File: config.mk
export PLATFORM = sky130hd
export DESIGN_NAME = arb_out_buffer
export DESIGN_NICKNAME = d
export VERILOG_FILES = /design/src/rtl/arb_out_buffer.sv
export SDC_FILE = /design/constraint.sdc
export NUM_CORES = 1
export LEC_CHECK = 0
export ABC_AREA = 1
export ABC_CLOCK_PERIOD_IN_PS = 4440
export BUFFER_PORTS_ARGS = -buffer_cell sky130_fd_sc_hd__buf_2
export CAP_MARGIN = 30
export CORE_AREA = 2 2 203 205
export DETAILED_ROUTE_END_ITERATION = 10
export DIE_AREA = 0 0 205 207
export PLACE_DENSITY = 0.74
export SLEW_MARGIN = 20
export SYNTH_ARGS = -nofsm -noshare
export SYNTH_HDL_FRONTEND = slang
export SYNTH_SLANG_ARGS = --single-unit
File: constraint.sdc
create_clock -name BUS_CLK -period 4.44 [get_ports BUS_CLK]
set_clock_uncertainty 0.15 [all_clocks]
set_input_delay 0.888 -clock BUS_CLK [delete_from_list [all_inputs] [get_ports BUS_CLK]]
set_output_delay 0.888 -clock BUS_CLK [all_outputs]
set_load 0.005 [all_outputs]
File: src/rtl/arb_out_buffer.sv
// FWFT output buffer between the readout arbiter and the board FIFO; words dropped while full are
// counted and replaced by one overflow marker. Define ARB_OUT_BUFFER_STATS_EN for WORD_CNT/MAX_OCC.
module arb_out_buffer #(
    parameter int unsigned DEPTH         = 16,
    parameter int unsigned NEAR_FULL_THR = 12,
    parameter logic [7:0]  MARKER_ID     = 8'hF0
) (
    input  logic                     BUS_CLK,
    input  logic                     BUS_RST,
    input  logic                     WRITE_IN,
    input  logic [31:0]              DATA_IN,
    output logic                     READY_OUT,
    input  logic                     FIFO_READ,
    output logic                     FIFO_EMPTY,
    output logic [31:0]              FIFO_DATA,
    output logic                     FIFO_NEAR_FULL,
    output logic                     OVERFLOW_FLAG,
    output logic [31:0]              WORD_CNT,
    output logic [$clog2(DEPTH):0]   MAX_OCC
);

    localparam int unsigned AW = $clog2(DEPTH);
    localparam int unsigned CW = AW + 1;
    localparam logic [CW-1:0] FULL = CW'(DEPTH);
    localparam logic [CW-1:0] THR  = CW'(NEAR_FULL_THR);

    typedef enum logic {IDLE, LOST} state_t;

    state_t        state, state_nxt;
    logic [23:0]   lost, lost_nxt, lost_eff;
    logic [CW-1:0] cnt, cnt_nxt;
    logic [AW-1:0] wr_ptr, rd_ptr;
    logic [31:0]   mem [DEPTH];
    logic [31:0]   push_data;
    logic          push, pop, ready, set_ovf;
    logic          near_full, ovf;

    assign ready          = (state == IDLE) && (cnt < FULL);
    assign READY_OUT      = ready && !BUS_RST;
    assign pop            = FIFO_READ && (cnt != '0);
    assign FIFO_EMPTY     = (cnt == '0);
    assign FIFO_DATA      = (cnt == '0) ? '0 : mem[rd_ptr];
    assign FIFO_NEAR_FULL = near_full;
    assign OVERFLOW_FLAG  = ovf;

    always_comb begin
        state_nxt = state;
        lost_nxt  = lost;
        push      = 1'b0;
        push_data = DATA_IN;
        set_ovf   = 1'b0;
        lost_eff  = (WRITE_IN && lost != '1) ? lost + 24'd1 : lost;
        case (state)
            IDLE: begin
                if (WRITE_IN) begin
                    if (ready) begin
                        push = 1'b1;
                    end else begin
                        lost_nxt  = 24'd1;
                        set_ovf   = 1'b1;
                        state_nxt = LOST;
                    end
                end
            end
            LOST: begin
                // Marker is emitted only once the registered count shows room; any write in that cycle is folded into it.
                if (cnt == FULL) begin
                    lost_nxt = lost_eff;
                end else begin
                    push      = 1'b1;
                    push_data = {MARKER_ID, lost_eff};
                    lost_nxt  = '0;
                    state_nxt = IDLE;
                end
            end
            default: state_nxt = IDLE;
        endcase
    end

    always_comb begin
        cnt_nxt = cnt;
        if (push && !pop)
            cnt_nxt = cnt + 1'b1;
        else if (pop && !push)
            cnt_nxt = cnt - 1'b1;
    end

    always_ff @(posedge BUS_CLK or posedge BUS_RST) begin
        if (BUS_RST) begin
            state     <= IDLE;
            lost      <= '0;
            cnt       <= '0;
            wr_ptr    <= '0;
            rd_ptr    <= '0;
            near_full <= 1'b0;
            ovf       <= 1'b0;
        end else begin
            state     <= state_nxt;
            lost      <= lost_nxt;
            cnt       <= cnt_nxt;
            near_full <= (cnt_nxt >= THR);
            if (set_ovf)
                ovf <= 1'b1;
            if (push)
                wr_ptr <= wr_ptr + 1'b1;
            if (pop)
                rd_ptr <= rd_ptr + 1'b1;
        end
    end

    always_ff @(posedge BUS_CLK) begin
        if (push)
            mem[wr_ptr] <= push_data;
    end

`ifdef ARB_OUT_BUFFER_STATS_EN
    logic [31:0]   word_cnt;
    logic [CW-1:0] max_occ;

    always_ff @(posedge BUS_CLK or posedge BUS_RST) begin
        if (BUS_RST) begin
            word_cnt <= '0;
            max_occ  <= '0;
        end else begin
            if (pop)
                word_cnt <= word_cnt + 32'd1;
            if (cnt_nxt > max_occ)
                max_occ <= cnt_nxt;
        end
    end

    assign WORD_CNT = word_cnt;
    assign MAX_OCC  = max_occ;
`else
    assign WORD_CNT = '0;
    assign MAX_OCC  = '0;
`endif

endmodule

==> run metrics <==
top post-synthesis cells by count=512 x edfxtp_1, 309 x nor2_1, 271 x nand2_1; Post-Synth Adder-Cell Area=0.00425; simple-gate area share of the yosys netlist=0.122; I/O pin cnt=between 100 and 150; GR peak layer=met2; H-tree levels=2; fillers=between 2000 and 3000; Seq/Total Area, Yosys=0.695; Detail Route Antenna Nets=0; routed via count=roughly 16000; CP Capture Type=output port; Die W=a little over 200 um; final setup fails=0; Skew-Pair Late Insertion Delay=about 600 ps; WL/cell=22.7 um; WHS=approximately 280 ps; core box area=roughly 40000 sq um; count leader, synth=edfxtp_1; part of the power in registers=0.402; GR Util All Layers=0.272; # rows=74; synth top area cells=edfxtp_1 65%, nor2_1 4.9%, o221ai_1 4.8%, nand2_1 4.3%, dfrtp_1 4.3%; Setup WS pre-CTS=1000 ps; cell count after synthesis=~1900; initial detailed-routing violation count=1849; fraction of registers with async set or reset after synthesis=0.0725; Avg Cell Area, Syn=12.3 sq um; GR Util met1=0.384; number of buffers added on ports=71; Gate power share=0.340; fin crit period=a little over 4000 ps; met3 Use GR=0.0516; grt total ovfl=0; post-route setup slack=between 200 and 300 ps; GR met2 Demand/Resource=0.432; Synth top area share=0.653; Netlist cell types=39; final hold violations=0; Post-synth top flop=edfxtp_1; largest net degree at the start of global routing=172; # Max-Cap Violations=0; first-pass GRT wire length=between 80000 and 90000 um; DRT Pass-1 Iters=8; post-CTS sizing=0; Peak VDD IR=roughly 0.00053 V; Power, Total=about 18 mW; CP required=about 3400 ps; clock network power share=0.258; Clock Tree Buf Depth=3; largest family of logic cells by synthesized area=compound AO/OA/AOI/OAI gates; full die area=42400 sq um; Tcrit/Tclk final=0.935; Initial Utilization=0.583; clock root buffer=clkbuf_16; mux share of post-synthesis cell area=0; number of flops mapped to enable cells by yosys=around 510; Synth Area in Compound Gates=0.127; PD cells=between 600 and 700 nW/um^2; DPL Wire Length=between 30000 and 40000 um; RSZ-0062 raised after global routing=false; Slew Viols, Final=0; LEAKAGE=~9.2 nW; die height=between 200 and 250 um; Post-CTS Setup Inserts=0; clk sink count=552; worst hold path type=in2async; CP Class=reg2out; measured slew at the worst slew-check pin=1020 ps; Remaining DRCs=0; xor and xnor fraction of the mapped netlist area=0.00930; Psw=between 6 and 7 mW; synthesized area=~24000 sq um; critical path startpoint category=flip-flop; share of cells above drive strength 1=0.125; initial antenna violation count=0; Inserted Diodes=0; reg2reg path depth=7; switching share of power=0.359; Clock transition at path regs=60 ps; final wirelength=57900 um; number of global-route vias before repair=approximately 15000; vias per inst=a little over 6; Layout area overhead=11.7%; status=finished, final reports clean; CP arrival=just over 3000 ps; Net count, final=slightly above 2000; crit-path max FO=16; Yosys warning total=0; Max Clk Rate=roughly 0.24 GHz; post-route setup TNS=0 ps; Synth Register Bits=552; CTS tree=built; leading area contributor after synthesis=edfxtp_1; Hold Buf Count CTS=0; CTS Buf Count=54; P_int=11.3 mW; Max-slew headroom=0.319; GP Congestion=just over 0.9
-- kinds of logic after synthesis --
group	Yosys count
DFF	552
adders and majority gates	8
xor gates and xnor gates	25
and+or+nand+nor	701
buffers and inverters	198
other	1
AOI/OAI and AO/OA	433
-- routing by layer --
metal / vias up / part of all wire
met1: 7623 / 0.39
li1: 7043 / -
met2: 790 / 0.48
met4: 0 / 0.028
met3: 139 / 0.095
met5: - / 0
-- power by group through the flow --
stage	Clock, mW	Combinational (mW)	Sequential (mW)
after floorplan	0	3.87	7.00
after global placement	0	5.58	7.20
after detailed placement	0	5.86	7.15
after CTS	4.58	5.91	7.04
after global routing	4.77	6.48	7.11
final	4.53	5.96	7.05
-- sequential cells by signal (all words and copies together) (netlist names) --
signal          flops
mem               512
FIFO_NEAR_FULL      1
cnt                 5
rd_ptr              4
lost               24
state               1
OVERFLOW_FLAG       1
wr_ptr              4
-- cell type report --
class | count | area, sq um | area share
Clock inverter | 33 | 299 | 0.0114
Sequential cell | 552 | 16400 | 0.623
Clock buffer | 66 | 1460 | 0.0555
Multi-Input combinational cell | 1204 | 6450 | 0.245
Timing Repair Buffer | 122 | 900 | 0.0342
Tap cell | 532 | 666 | 0.0253
Inverter | 38 | 150 | 0.00571
-- layout by cell type (no fill, tap or decap), types with 3 or more instances in the layout --
cell type,n
nand2_1,271
edfxtp_1,512
o21ai_0,131
nand3_1,88
ha_1,8
o221ai_1,128
o21bai_1,128
clkbuf_1,9
buf_2,71
nor2_1,295
nor3_2,3
buf_4,38
xor2_1,14
nand4_1,4
inv_1,31
inv_2,3
or2_2,5
conb_1,37
clkinv_1,14
clkinv_4,4
xnor2_1,11
nand2_2,4
nor2_4,17
o21ai_1,3
dfrtp_1,36
a21oi_1,32
nand3b_1,7
clkinv_2,9
clkbuf_16,57
o21ai_2,6
bufinv_16,5
buf_12,11
-- critical path: stages, from the launching register on --
cell      delay, ps
dfrtp_1         400
inv_1           100
ha_1            260
nand3_1         140
clkinv_1        750
a21oi_1         650
buf_2           200
-- final timing paths --
check	slack, ps	to	start
min	280	FIFO_NEAR_FULL	BUS_RST
min reg2reg	340	OVERFLOW_FLAG	OVERFLOW_FLAG
max	290	FIFO_DATA[21]	cnt[0]
max in group asynchronous	3440	rd_ptr[1]	BUS_RST
max reg2reg	1390	mem[14][26]	cnt[0]
min in group BUS_CLK	340	OVERFLOW_FLAG	OVERFLOW_FLAG
-- stage by stage --
stage,instances,area [sq um],utilization
6_report,2547,26300,0.652
5_1_grt,2547,26300,0.652
4_1_cts,2545,26300,0.651
2_1_floorplan,1954,23700,-
3_5_place_dp,2446,24500,0.608
3_3_place_gp,2444,24500,0.607
Power figures use the tool's default switching activity.
